File: src/rtl/fpu_pkg.sv
// fpu_pkg: shared floating-point types and helpers for the FPU datapath.
// Holds the operand class enum, the special-result selector, flag bit
// indices, the exponent bias function and the canonical quiet-NaN builder.
package fpu_pkg;

    typedef enum logic [2:0] {
        ZERO,
        NORMAL,
        INF,
        QNAN,
        SNAN
    } fp_class_e;

    typedef enum logic [1:0] {
        SPC_NONE,
        SPC_NAN,
        SPC_INF,
        SPC_ZERO
    } fp_special_e;

    localparam int FLAG_INEXACT   = 0;
    localparam int FLAG_UNDERFLOW = 1;
    localparam int FLAG_OVERFLOW  = 2;
    localparam int FLAG_INVALID   = 3;
    localparam int FLAG_W         = 4;

    // Exponent bias for an exponent field of expW bits
    function automatic int fp_bias(input int expW);
        return (1 << (expW - 1)) - 1;
    endfunction

    // Canonical quiet NaN {0, all-ones exponent, 1, zeros}, right-aligned;
    // callers cast it down to their operand width
    function automatic logic [63:0] fp_canon_nan(input int expW, input int manW);
        logic [63:0] v;
        v = ((64'd1 << expW) - 64'd1) << manW;
        v = v | (64'd1 << (manW - 1));
        return v;
    endfunction

    // Classify an operand from its field summaries; subnormals count as ZERO
    function automatic fp_class_e fp_classify(input logic expOnes, input logic expZero,
                                              input logic fracZero, input logic fracMsb);
        fp_class_e c;
        if (expZero)
            c = ZERO;
        else if (!expOnes)
            c = NORMAL;
        else if (fracZero)
            c = INF;
        else if (fracMsb)
            c = QNAN;
        else
            c = SNAN;
        return c;
    endfunction

endpackage

File: src/rtl/fp_round_pack.sv
// fp_round_pack: combinational normalise, round-to-nearest-even, overflow to
// infinity, flush-to-zero and pack. Optional IEEE flags when FMUL_FLAGS_EN
// is defined.
module fp_round_pack
    import fpu_pkg::*;
#(
    parameter  int EXP_W  = 8,
    parameter  int MAN_W  = 23,
    localparam int FP_W   = 1 + EXP_W + MAN_W,
    localparam int PROD_W = 2 * (MAN_W + 1),
    localparam int SEXP_W = EXP_W + 2
)
(
    input  logic              i_sign,
    input  logic [SEXP_W-1:0] i_exp,
    input  logic [PROD_W-1:0] i_prod,
    input  fp_special_e       i_special,
    output logic [FP_W-1:0]   o_result
`ifdef FMUL_FLAGS_EN
    ,
    input  logic              i_invalid,
    output logic [FLAG_W-1:0] o_flags
`endif
);

    localparam int                EXP_MAX   = (1 << EXP_W) - 1;
    localparam logic [SEXP_W-1:0] SEXP_ONE  = SEXP_W'(1);
    localparam logic [FP_W-1:0]   CANON_NAN = FP_W'(fp_canon_nan(EXP_W, MAN_W));

    logic [PROD_W-1:0]  w_norm;
    logic [SEXP_W-1:0]  w_expNorm;
    logic [SEXP_W-1:0]  w_expRound;
    logic [MAN_W:0]     w_mant;
    logic [MAN_W+1:0]   w_mantRound;
    logic [MAN_W-1:0]   w_frac;
    logic               w_guard;
    logic               w_sticky;
    logic               w_roundUp;
    logic               w_ovf;
    logic               w_unf;

    // Normalise the product, round to nearest even, range-check and pack
    always_comb begin
        w_norm    = i_prod[PROD_W-1] ? i_prod : (i_prod << 1);
        w_expNorm = i_prod[PROD_W-1] ? (i_exp + SEXP_ONE) : i_exp;

        w_mant    = w_norm[PROD_W-1 -: MAN_W+1];
        w_guard   = w_norm[MAN_W];
        w_sticky  = |w_norm[MAN_W-1:0];
        w_roundUp = w_guard && (w_sticky || w_mant[0]);

        w_mantRound = {1'b0, w_mant} + (MAN_W+2)'(w_roundUp);
        if (w_mantRound[MAN_W+1]) begin
            w_frac     = '0;
            w_expRound = w_expNorm + SEXP_ONE;
        end else begin
            w_frac     = w_mantRound[MAN_W-1:0];
            w_expRound = w_expNorm;
        end

        w_ovf = !w_expRound[SEXP_W-1] &&
                (w_expRound[SEXP_W-2:0] >= (SEXP_W-1)'(EXP_MAX));
        w_unf = w_expRound[SEXP_W-1] || (w_expRound == '0);

        if (w_ovf)
            o_result = {i_sign, {EXP_W{1'b1}}, {MAN_W{1'b0}}};
        else if (w_unf)
            o_result = {i_sign, {(FP_W-1){1'b0}}};
        else
            o_result = {i_sign, w_expRound[EXP_W-1:0], w_frac};

        case (i_special)
            SPC_NAN:  o_result = CANON_NAN;
            SPC_INF:  o_result = {i_sign, {EXP_W{1'b1}}, {MAN_W{1'b0}}};
            SPC_ZERO: o_result = {i_sign, {(FP_W-1){1'b0}}};
            default:  ;
        endcase
    end

`ifdef FMUL_FLAGS_EN
    // Exception flags; range and rounding flags only apply to finite products
    always_comb begin
        o_flags = '0;
        if (i_special == SPC_NONE) begin
            o_flags[FLAG_OVERFLOW]  = w_ovf;
            o_flags[FLAG_UNDERFLOW] = w_unf;
            o_flags[FLAG_INEXACT]   = w_guard || w_sticky || w_ovf || w_unf;
        end
        o_flags[FLAG_INVALID] = i_invalid;
    end
`endif

endmodule

File: src/rtl/fmul_pipe.sv
// fmul_pipe: 3-stage pipelined floating-point multiplier with a global
// valid/ready stall. S1 decodes and classifies, S2 multiplies mantissas,
// S3 rounds and packs through fp_round_pack. Optional flags output is
// enabled with the FMUL_FLAGS_EN macro.
module fmul_pipe
    import fpu_pkg::*;
#(
    parameter  int EXP_W = 8,
    parameter  int MAN_W = 23,
    localparam int FP_W  = 1 + EXP_W + MAN_W
)
(
    input  logic            clk,
    input  logic            rst_n,
    input  logic            in_valid,
    output logic            in_ready,
    input  logic [FP_W-1:0] a,
    input  logic [FP_W-1:0] b,
    output logic            out_valid,
    input  logic            out_ready,
    output logic [FP_W-1:0] out
`ifdef FMUL_FLAGS_EN
    ,
    output logic [FLAG_W-1:0] flags
`endif
);

    localparam int                SEXP_W = EXP_W + 2;
    localparam int                PROD_W = 2 * (MAN_W + 1);
    localparam logic [SEXP_W-1:0] BIAS   = SEXP_W'(fp_bias(EXP_W));

    logic               w_adv;
    logic [EXP_W-1:0]   w_expA;
    logic [EXP_W-1:0]   w_expB;
    logic [MAN_W-1:0]   w_fracA;
    logic [MAN_W-1:0]   w_fracB;
    fp_class_e          w_clsA;
    fp_class_e          w_clsB;
    fp_special_e        w_special;
    logic [SEXP_W-1:0]  w_expSum;
    logic [FP_W-1:0]    w_result;

    logic               r_s1Valid;
    logic               r_s1Sign;
    logic [SEXP_W-1:0]  r_s1Exp;
    logic [MAN_W:0]     r_s1MantA;
    logic [MAN_W:0]     r_s1MantB;
    fp_special_e        r_s1Special;

    logic               r_s2Valid;
    logic               r_s2Sign;
    logic [SEXP_W-1:0]  r_s2Exp;
    logic [PROD_W-1:0]  r_s2Prod;
    fp_special_e        r_s2Special;

    logic               r_s3Valid;
    logic [FP_W-1:0]    r_out;

`ifdef FMUL_FLAGS_EN
    logic               w_invalid;
    logic               r_s1Invalid;
    logic               r_s2Invalid;
    logic [FLAG_W-1:0]  w_flags;
    logic [FLAG_W-1:0]  r_flags;
`endif

    assign w_adv     = !r_s3Valid || out_ready;
    assign in_ready  = w_adv;
    assign out_valid = r_s3Valid;
    assign out       = r_out;

    // Decode both operands and resolve special-case priority for S1
    always_comb begin
        w_expA  = a[FP_W-2 -: EXP_W];
        w_expB  = b[FP_W-2 -: EXP_W];
        w_fracA = a[MAN_W-1:0];
        w_fracB = b[MAN_W-1:0];
        w_clsA  = fp_classify(&w_expA, ~|w_expA, ~|w_fracA, w_fracA[MAN_W-1]);
        w_clsB  = fp_classify(&w_expB, ~|w_expB, ~|w_fracB, w_fracB[MAN_W-1]);

        w_special = SPC_NONE;
        if (w_clsA == QNAN || w_clsA == SNAN || w_clsB == QNAN || w_clsB == SNAN)
            w_special = SPC_NAN;
        else if ((w_clsA == INF && w_clsB == ZERO) || (w_clsA == ZERO && w_clsB == INF))
            w_special = SPC_NAN;
        else if (w_clsA == INF || w_clsB == INF)
            w_special = SPC_INF;
        else if (w_clsA == ZERO || w_clsB == ZERO)
            w_special = SPC_ZERO;

        w_expSum = SEXP_W'(w_expA) + SEXP_W'(w_expB) - BIAS;
    end

`ifdef FMUL_FLAGS_EN
    // Invalid covers signalling NaN inputs and the inf*0 product
    always_comb begin
        w_invalid = (w_clsA == SNAN) || (w_clsB == SNAN) ||
                    (w_clsA == INF && w_clsB == ZERO) ||
                    (w_clsA == ZERO && w_clsB == INF);
    end
`endif

    // Stage valid bits shift together whenever the output can advance
    always_ff @(posedge clk or negedge rst_n) begin
        if (!rst_n) begin
            r_s1Valid <= 1'b0;
            r_s2Valid <= 1'b0;
            r_s3Valid <= 1'b0;
        end else if (w_adv) begin
            r_s1Valid <= in_valid;
            r_s2Valid <= r_s1Valid;
            r_s3Valid <= r_s2Valid;
        end
    end

    // S1 capture of decoded operands
    always_ff @(posedge clk) begin
        if (w_adv && in_valid) begin
            r_s1Sign    <= a[FP_W-1] ^ b[FP_W-1];
            r_s1Exp     <= w_expSum;
            r_s1MantA   <= {1'b1, w_fracA};
            r_s1MantB   <= {1'b1, w_fracB};
            r_s1Special <= w_special;
`ifdef FMUL_FLAGS_EN
            r_s1Invalid <= w_invalid;
`endif
        end
    end

    // S2 full-width mantissa product
    always_ff @(posedge clk) begin
        if (w_adv && r_s1Valid) begin
            r_s2Sign    <= r_s1Sign;
            r_s2Exp     <= r_s1Exp;
            r_s2Prod    <= PROD_W'(r_s1MantA) * PROD_W'(r_s1MantB);
            r_s2Special <= r_s1Special;
`ifdef FMUL_FLAGS_EN
            r_s2Invalid <= r_s1Invalid;
`endif
        end
    end

    fp_round_pack #(
        .EXP_W (EXP_W),
        .MAN_W (MAN_W)
    ) u_roundPack (
        .i_sign    (r_s2Sign),
        .i_exp     (r_s2Exp),
        .i_prod    (r_s2Prod),
        .i_special (r_s2Special),
        .o_result  (w_result)
`ifdef FMUL_FLAGS_EN
        ,
        .i_invalid (r_s2Invalid),
        .o_flags   (w_flags)
`endif
    );

    // S3 result register; cleared by reset and held while stalled
    always_ff @(posedge clk or negedge rst_n) begin
        if (!rst_n) begin
            r_out <= '0;
        end else if (w_adv && r_s2Valid) begin
            r_out <= w_result;
        end
    end

`ifdef FMUL_FLAGS_EN
    // Flags travel with the result they describe
    always_ff @(posedge clk or negedge rst_n) begin
        if (!rst_n) begin
            r_flags <= '0;
        end else if (w_adv && r_s2Valid) begin
            r_flags <= w_flags;
        end
    end

    assign flags = r_flags;
`endif

endmodule

File: config.mk
export PLATFORM = sky130hd
export DESIGN_NAME = fmul_pipe
export DESIGN_NICKNAME = d
export VERILOG_FILES = /design/src/rtl/fpu_pkg.sv /design/src/rtl/fp_round_pack.sv /design/src/rtl/fmul_pipe.sv
export SDC_FILE = /design/constraint.sdc
export NUM_CORES = 2
export LEC_CHECK = 0
export ABC_AREA = 1
export CAP_MARGIN = 0
export CORE_ASPECT_RATIO = 0.6
export CORE_MARGIN = 2
export CORE_UTILIZATION = 65
export CTS_BUF_LIST = sky130_fd_sc_hd__clkbuf_16
export CTS_CLUSTER_DIAMETER = 100
export CTS_CLUSTER_SIZE = 14
export DETAILED_ROUTE_END_ITERATION = 16
export PLACE_DENSITY = 0.84
export SETUP_SLACK_MARGIN = 0.05
export SLEW_MARGIN = 5
export SYNTH_ARGS = -nofsm -noshare
export SYNTH_HDL_FRONTEND = slang
export SYNTH_SLANG_ARGS = --single-unit
File: constraint.sdc
create_clock -name clk -period 7.6 [get_ports clk]
set_input_delay 1.9 -clock clk [delete_from_list [all_inputs] [get_ports clk]]
set_output_delay 1.9 -clock clk [all_outputs]
set_load 0.005 [all_outputs]
* Word-level counts from Yosys, hierarchy flattened
Index checks and enable logic that the tools add are counted.
Operators by class: equality and inequality tests 9, multipliers 1, bitwise operators 1, multiplexer cells 17, reductions and logical operators 29, order comparisons 1, add/sub/neg operators 5
Operators by type and width (number):
- 32-bit one-hot mux with 3 select lines | 1
- 23-bit OR reduction | 3
- 31-bit two-way mux | 2
- 24-bit by 24-bit multiplier with 48-bit output | 1
- 48-bit two-way mux | 1
- 24-bit by 1-bit adder with 25-bit output | 1
- 3-bit two-way mux | 8
- 23-bit two-way mux | 1
- 10-bit by 1-bit adder with 10-bit output, second input constant | 2
- 10-bit two-way mux | 2
- 8-bit AND reduction | 2
- 8-bit OR reduction | 2
- 3-bit by 2-bit == test with 1-bit output, second input constant | 4
- 10-bit zero test | 1
- 9-bit by 7-bit subtractor with 10-bit output, second input constant | 1
- 8-bit by 8-bit adder with 9-bit output | 1
- 9-bit by 8-bit >= comparator with 1-bit output, second input constant | 1
- 1-bit logical OR | 9
- 1-bit logical AND | 7
- 3-bit == test, second input constant | 2
- 3-bit zero test | 2
- 2-bit == test, second input constant | 2
- 2-bit two-way mux | 2
- 2-bit by 1-bit == test with 1-bit output, second input constant | 1
- other kinds (3) | 4
Word-level totals: bits of input ports 68, register bits after elaboration 155, logic and storage cells 76

* Logic depth before layout (Yosys ltp)
depth in word-level cells 11, mapped depth 30, depth with buffers taken out 29

* Modules after synthesis
A second synthesis with hierarchy kept.
Second synthesis, totals: cells, all modules 3676, area total of the unflattened synthesis 28633.7 sq um
By module, submodules not included:
- fmul_pipe | instances 1, area each 26135.1 sq um, cells each 3168, sequential area each 4479.3 sq um
- fp_round_pack | instances 1, area each 2498.6 sq um, cells each 508, sequential area each 0.0 sq um

* Least setup slack after synthesis
Ideal clock, no wire load.
kind reg2reg, start point reg r_s1MantA[13], end point reg r_s2Prod[37] (data pin), buffers on the path 1, slack 1.210 ns, data required time 7.342 ns, cell stages (with the launch flop) 26, arrival 6.132 ns, path through edfxtp_1 -> clkbuf_1 -> nand2_1 -> fa_1 -> inv_1 -> fa_1 -> inv_1 -> fa_1 -> inv_1 -> fa_1 -> inv_1 -> fa_1 -> inv_1 -> fa_1 -> inv_1 -> fa_1 -> inv_1 -> ha_1 -> nand2_1 -> nor2_1 -> nand4_1 -> o21ai_0 -> a21oi_1 -> o21ai_0 -> a31oi_1 -> xnor2_1
Between the ends: cells in the longest elaborated chain, start to end 1
Ends and longest elaborated chain:
- from (decl) | RTL line fmul_pipe.sv:46 | logic [MAN_W:0] r_s1MantA;
- from (signal assigned) | RTL line fmul_pipe.sv:121 | r_s1MantA <= {1'b1, w_fracA};
- 24-bit by 24-bit multiplier with 48-bit output | RTL line fmul_pipe.sv:135 | r_s2Prod <= PROD_W'(r_s1MantA) * PROD_W'(r_s1MantB);
- to (signal assigned) | RTL line fmul_pipe.sv:135
- to (decl) | RTL line fmul_pipe.sv:53 | logic [PROD_W-1:0] r_s2Prod;
No other way between the ends. A chain may end at the register's enable or synchronous reset.

* Final worst setup path
start point reg r_s1MantA[5], end point reg r_s2Prod[40] (data pin)
Same word-level chain as after synthesis.

==> impl_metrics.json <==
{
  "grt_pass1_wl_um": 124000,
  "critical_path.cell_chain": "buf_4 -> nand2_1 -> fa_1 -> inv_1 -> fa_1 -> fa_1 -> fa_1 -> fa_1 -> fa_1 -> inv_1 -> fa_1 -> inv_1 -> ha_1 -> nand2_1 -> nor2_1 -> inv_1 -> nor3_1 -> inv_1 -> nor4_2 -> a21oi_1 -> o21bai_1 -> a21oi_1 -> xnor2_1",
  "path_max_fanout": 16,
  "final_area_mm2": 0.0298,
  "clock_transition_time_at_the_flip_flop_clock_pins_of_the_worst_setup_and_hold_paths_ns": 0.08,
  "drcViolationCount": 0,
  "route.layer.met1.wl_um": 31500,
  "hold_path.class": "flip-flop to flip-flop",
  "synth_cells": 3325,
  "final_max_slew_viols": 0,
  "dr_wl_met3_um": 12400,
  "netlist_top_cells_area": "sky130_fd_sc_hd__fa_1 (36%), sky130_fd_sc_hd__inv_1 (14%), sky130_fd_sc_hd__edfxtp_1 (13%)",
  "ys_warn_count": 0,
  "clock-sinks": 155,
  "postSynthAreaPerCell_um2": 8.13,
  "max_cap_viol_count": 0,
  "rsz_0062_raised_after_global_routing": "no",
  "clk_latency_ns": 0.46,
  "holdBufCountCts": 0,
  "buffer_ports.inserted": 101,
  "cpMaxStageDelayCell": "sky130_fd_sc_hd__edfxtp_1",
  "setup_tns_ns": 0,
  "syn-num-nets": 4071,
  "cts_tree": "yes",
  "grt_pass1_vias": 23178,
  "timing.critical_path.required_ns": 7.79,
  "numCtsBuffers": 17,
  "std_cell_core_area_mm2": 0.0407,
  "fin_worst_skew_ns": 0.0180,
  "grt_total_ovfl": 0,
  "die_h_um": 162,
  "sequential_area_share_after_synthesis_pct": 16.6,
  "worst-slew-pin-transition_ns": 1.43,
  "grt_antenna_before_repair": 1,
  "htree_num_levels": 4,
  "post-route-min-period_ns": 7.27,
  "mostFrequentLayoutCells": "sky130_fd_sc_hd__inv_1 (979), sky130_fd_sc_hd__nand2_1 (857), sky130_fd_sc_hd__fa_1 (483)",
  "pin_count": 102,
  "synth-seq-cells": 155,
  "endpoint_kind": "flip-flop",
  "detailed_place_hpwl_um": 63500,
  "dpl-instance-area_mm2": 0.0288,
  "library_cell_occupying_the_most_area_in_the_post_synthesis_netlist": "sky130_fd_sc_hd__fa_1",
  "clock_tree.buffer_depth": 2,
  "mostFrequentLayoutCell": "sky130_fd_sc_hd__inv_1",
  "post-synth-top-area-fraction_pct": 35.8,
  "floorplan.die.width_um": 267,
  "slowest_delay_ns": 0.97,
  "antenna-diode-count": 0,
  "first_pass_iters": 5,
  "drtAntennaViolNets": 0,
  "grt_max_degree": 63,
  "grt_usage_pct": 38.1,
  "placement_rows": 57,
  "route.met2.wl_um": 32200,
  "post_drt_wl_per_cell_um": 19.5,
  "vias_post_dr": 22171,
  "detail_route.iter0.violations": 2394,
  "critPathArrivalTime_ns": 7.46,
  "timing.critical_path.mode_cell": "sky130_fd_sc_hd__fa_1",
  "crit_buf_inv": 6,
  "mappedNetlistArea_mm2": 0.0270,
  "cts-root-buf": "sky130_fd_sc_hd__clkbuf_16",
  "syn2layout_area_growth_pct": 10.4,
  "crit_type": "flip-flop to flip-flop",
  "final_nets": 4188,
  "cp_top_family": "adder cells",
  "critPathLaunchType": "flip-flop",
  "timing.max_slew.rel_slack_pct": 3.91,
  "avgViaCountPerCell": 5.52,
  "die_area_mm2": 0.0433,
  "synth.lib_cells_used.distinct": 47,
  "postRouteWirelength_um": 78400,
  "setup_violations": 0,
  "routabilityCongestion": 1.02,
  "run_status": "finished, final reports clean",
  "drive_above_1_share_pct": 5.24,
  "clock.fmax_ghz": 0.137,
  "final_report_hold_violation_count": 0,
  "min_period_over_period_pct": 95.7,
  "initial_core_utilization_pct": 66.4,
  "route.top_layer_used": "met5"
}
[per-layer routing]
layer | global-route usage, % | up-vias
li1 | - | 9853
met1 | 54.1 | 10674
met2 | 53.9 | 1460
met3 | 15.3 | 182
met4 | 11.0 | 2
met5 | 2.25 | -
[kinds of logic (layout without fill, tap and decap cells)]
logic type	after synthesis	count (layout)	synth area share (%)
simple gates	1147	1147	17.3
flops	155	155	16.6
xor+xnor	68	68	2.20
fa+ha+maj	678	678	44.8
compound gates	177	177	3.64
buf+inv	1100	1230	15.5
[worst paths after layout]
| kind | startpoint | slack, ns | end | depth (start not counted) |
|---|---|---|---|---|
| worst max-delay path | r_s1MantA[5] | 0.33 | r_s2Prod[40] | 23 |
| worst min-delay path | r_s1Exp[8] | 0.43 | r_s2Exp[8] | 0 |
| worst max register to register | r_s1MantA[5] | 0.33 | r_s2Prod[40] | 23 |
| worst min register to register | r_s1Exp[8] | 0.43 | r_s2Exp[8] | 0 |
| max in group asynchronous | rst_n | 5.37 | out[27] | 2 |
| min in group asynchronous | rst_n | 1.86 | out[3] | 2 |
[stage by stage]
stage / setup WS, ns / hold WS [ns] / std cells / utilization [%]
finish: 0.326 / 0.429 / 4015 / 73.3
global route: 0.0624 / 0.435 / 4015 / 73.3
CTS: 0.153 / 0.431 / 3981 / 72.3
detailed placement: 0.192 / 0.405 / 3949 / 70.7
global placement: 0.390 / 0.401 / 3949 / 70.7
floorplan: 1.21 / 0.400 / 3325 / -
[sequential cells by signal, indices dropped and copies added, names as in the netlist]
signal,count
out,32
out_valid,1
r_s1Exp,10
r_s1MantA,23
r_s1MantB,23
r_s1Sign,1
r_s1Special,2
r_s1Valid,1
r_s2Exp,10
r_s2Prod,48
r_s2Sign,1
r_s2Special,2
r_s2Valid,1
[area by class of cell]
| cell class | count | area (um2) |
|---|---|---|
| fill | 2968 | 10900 |
| sequential | 155 | 4480 |
| inverter | 992 | 3720 |
| multi-input combinational | 2070 | 18400 |
| timing repair buffer | 206 | 1930 |
| clock buffer | 19 | 475 |
| tap | 560 | 701 |
| clock inverter | 13 | 159 |
[Yosys cell counts (all sizes together)]
| cell | count |
|---|---|
| o211ai | 3 |
| nand3b | 5 |
| a31o | 1 |
| and2 | 2 |
| o21ai | 70 |
| dfrtp | 35 |
| clkinv | 2 |
| buf | 12 |
| o221ai | 2 |
| o31ai | 1 |
| xor2 | 49 |
| a21boi | 2 |
| nand2 | 870 |
| a211oi | 1 |
| nor4 | 17 |
| clkbuf | 96 |
| a21oi | 72 |
| or3 | 1 |
| nor2 | 142 |
| edfxtp | 120 |
| xnor2 | 19 |
| nand3 | 67 |
| a31oi | 6 |
| o21bai | 5 |
| ha | 195 |
| a21o | 4 |
| nand4 | 24 |
| o311ai | 1 |
| nor3 | 15 |
| fa | 483 |
| o21a | 5 |
| a2111oi | 1 |
| or4 | 2 |
| inv | 990 |
| and3 | 2 |
| a221oi | 3 |
[repair_timing]
action | CTS | global route
setup endpoints to repair | 0 | 4
buffers inserted | 0 | 34
resized for setup | 0 | 1
Power is left out: the tool's default activity adds up to more than one toggle a clock period on the data nets, which glitch-free logic cannot reach.
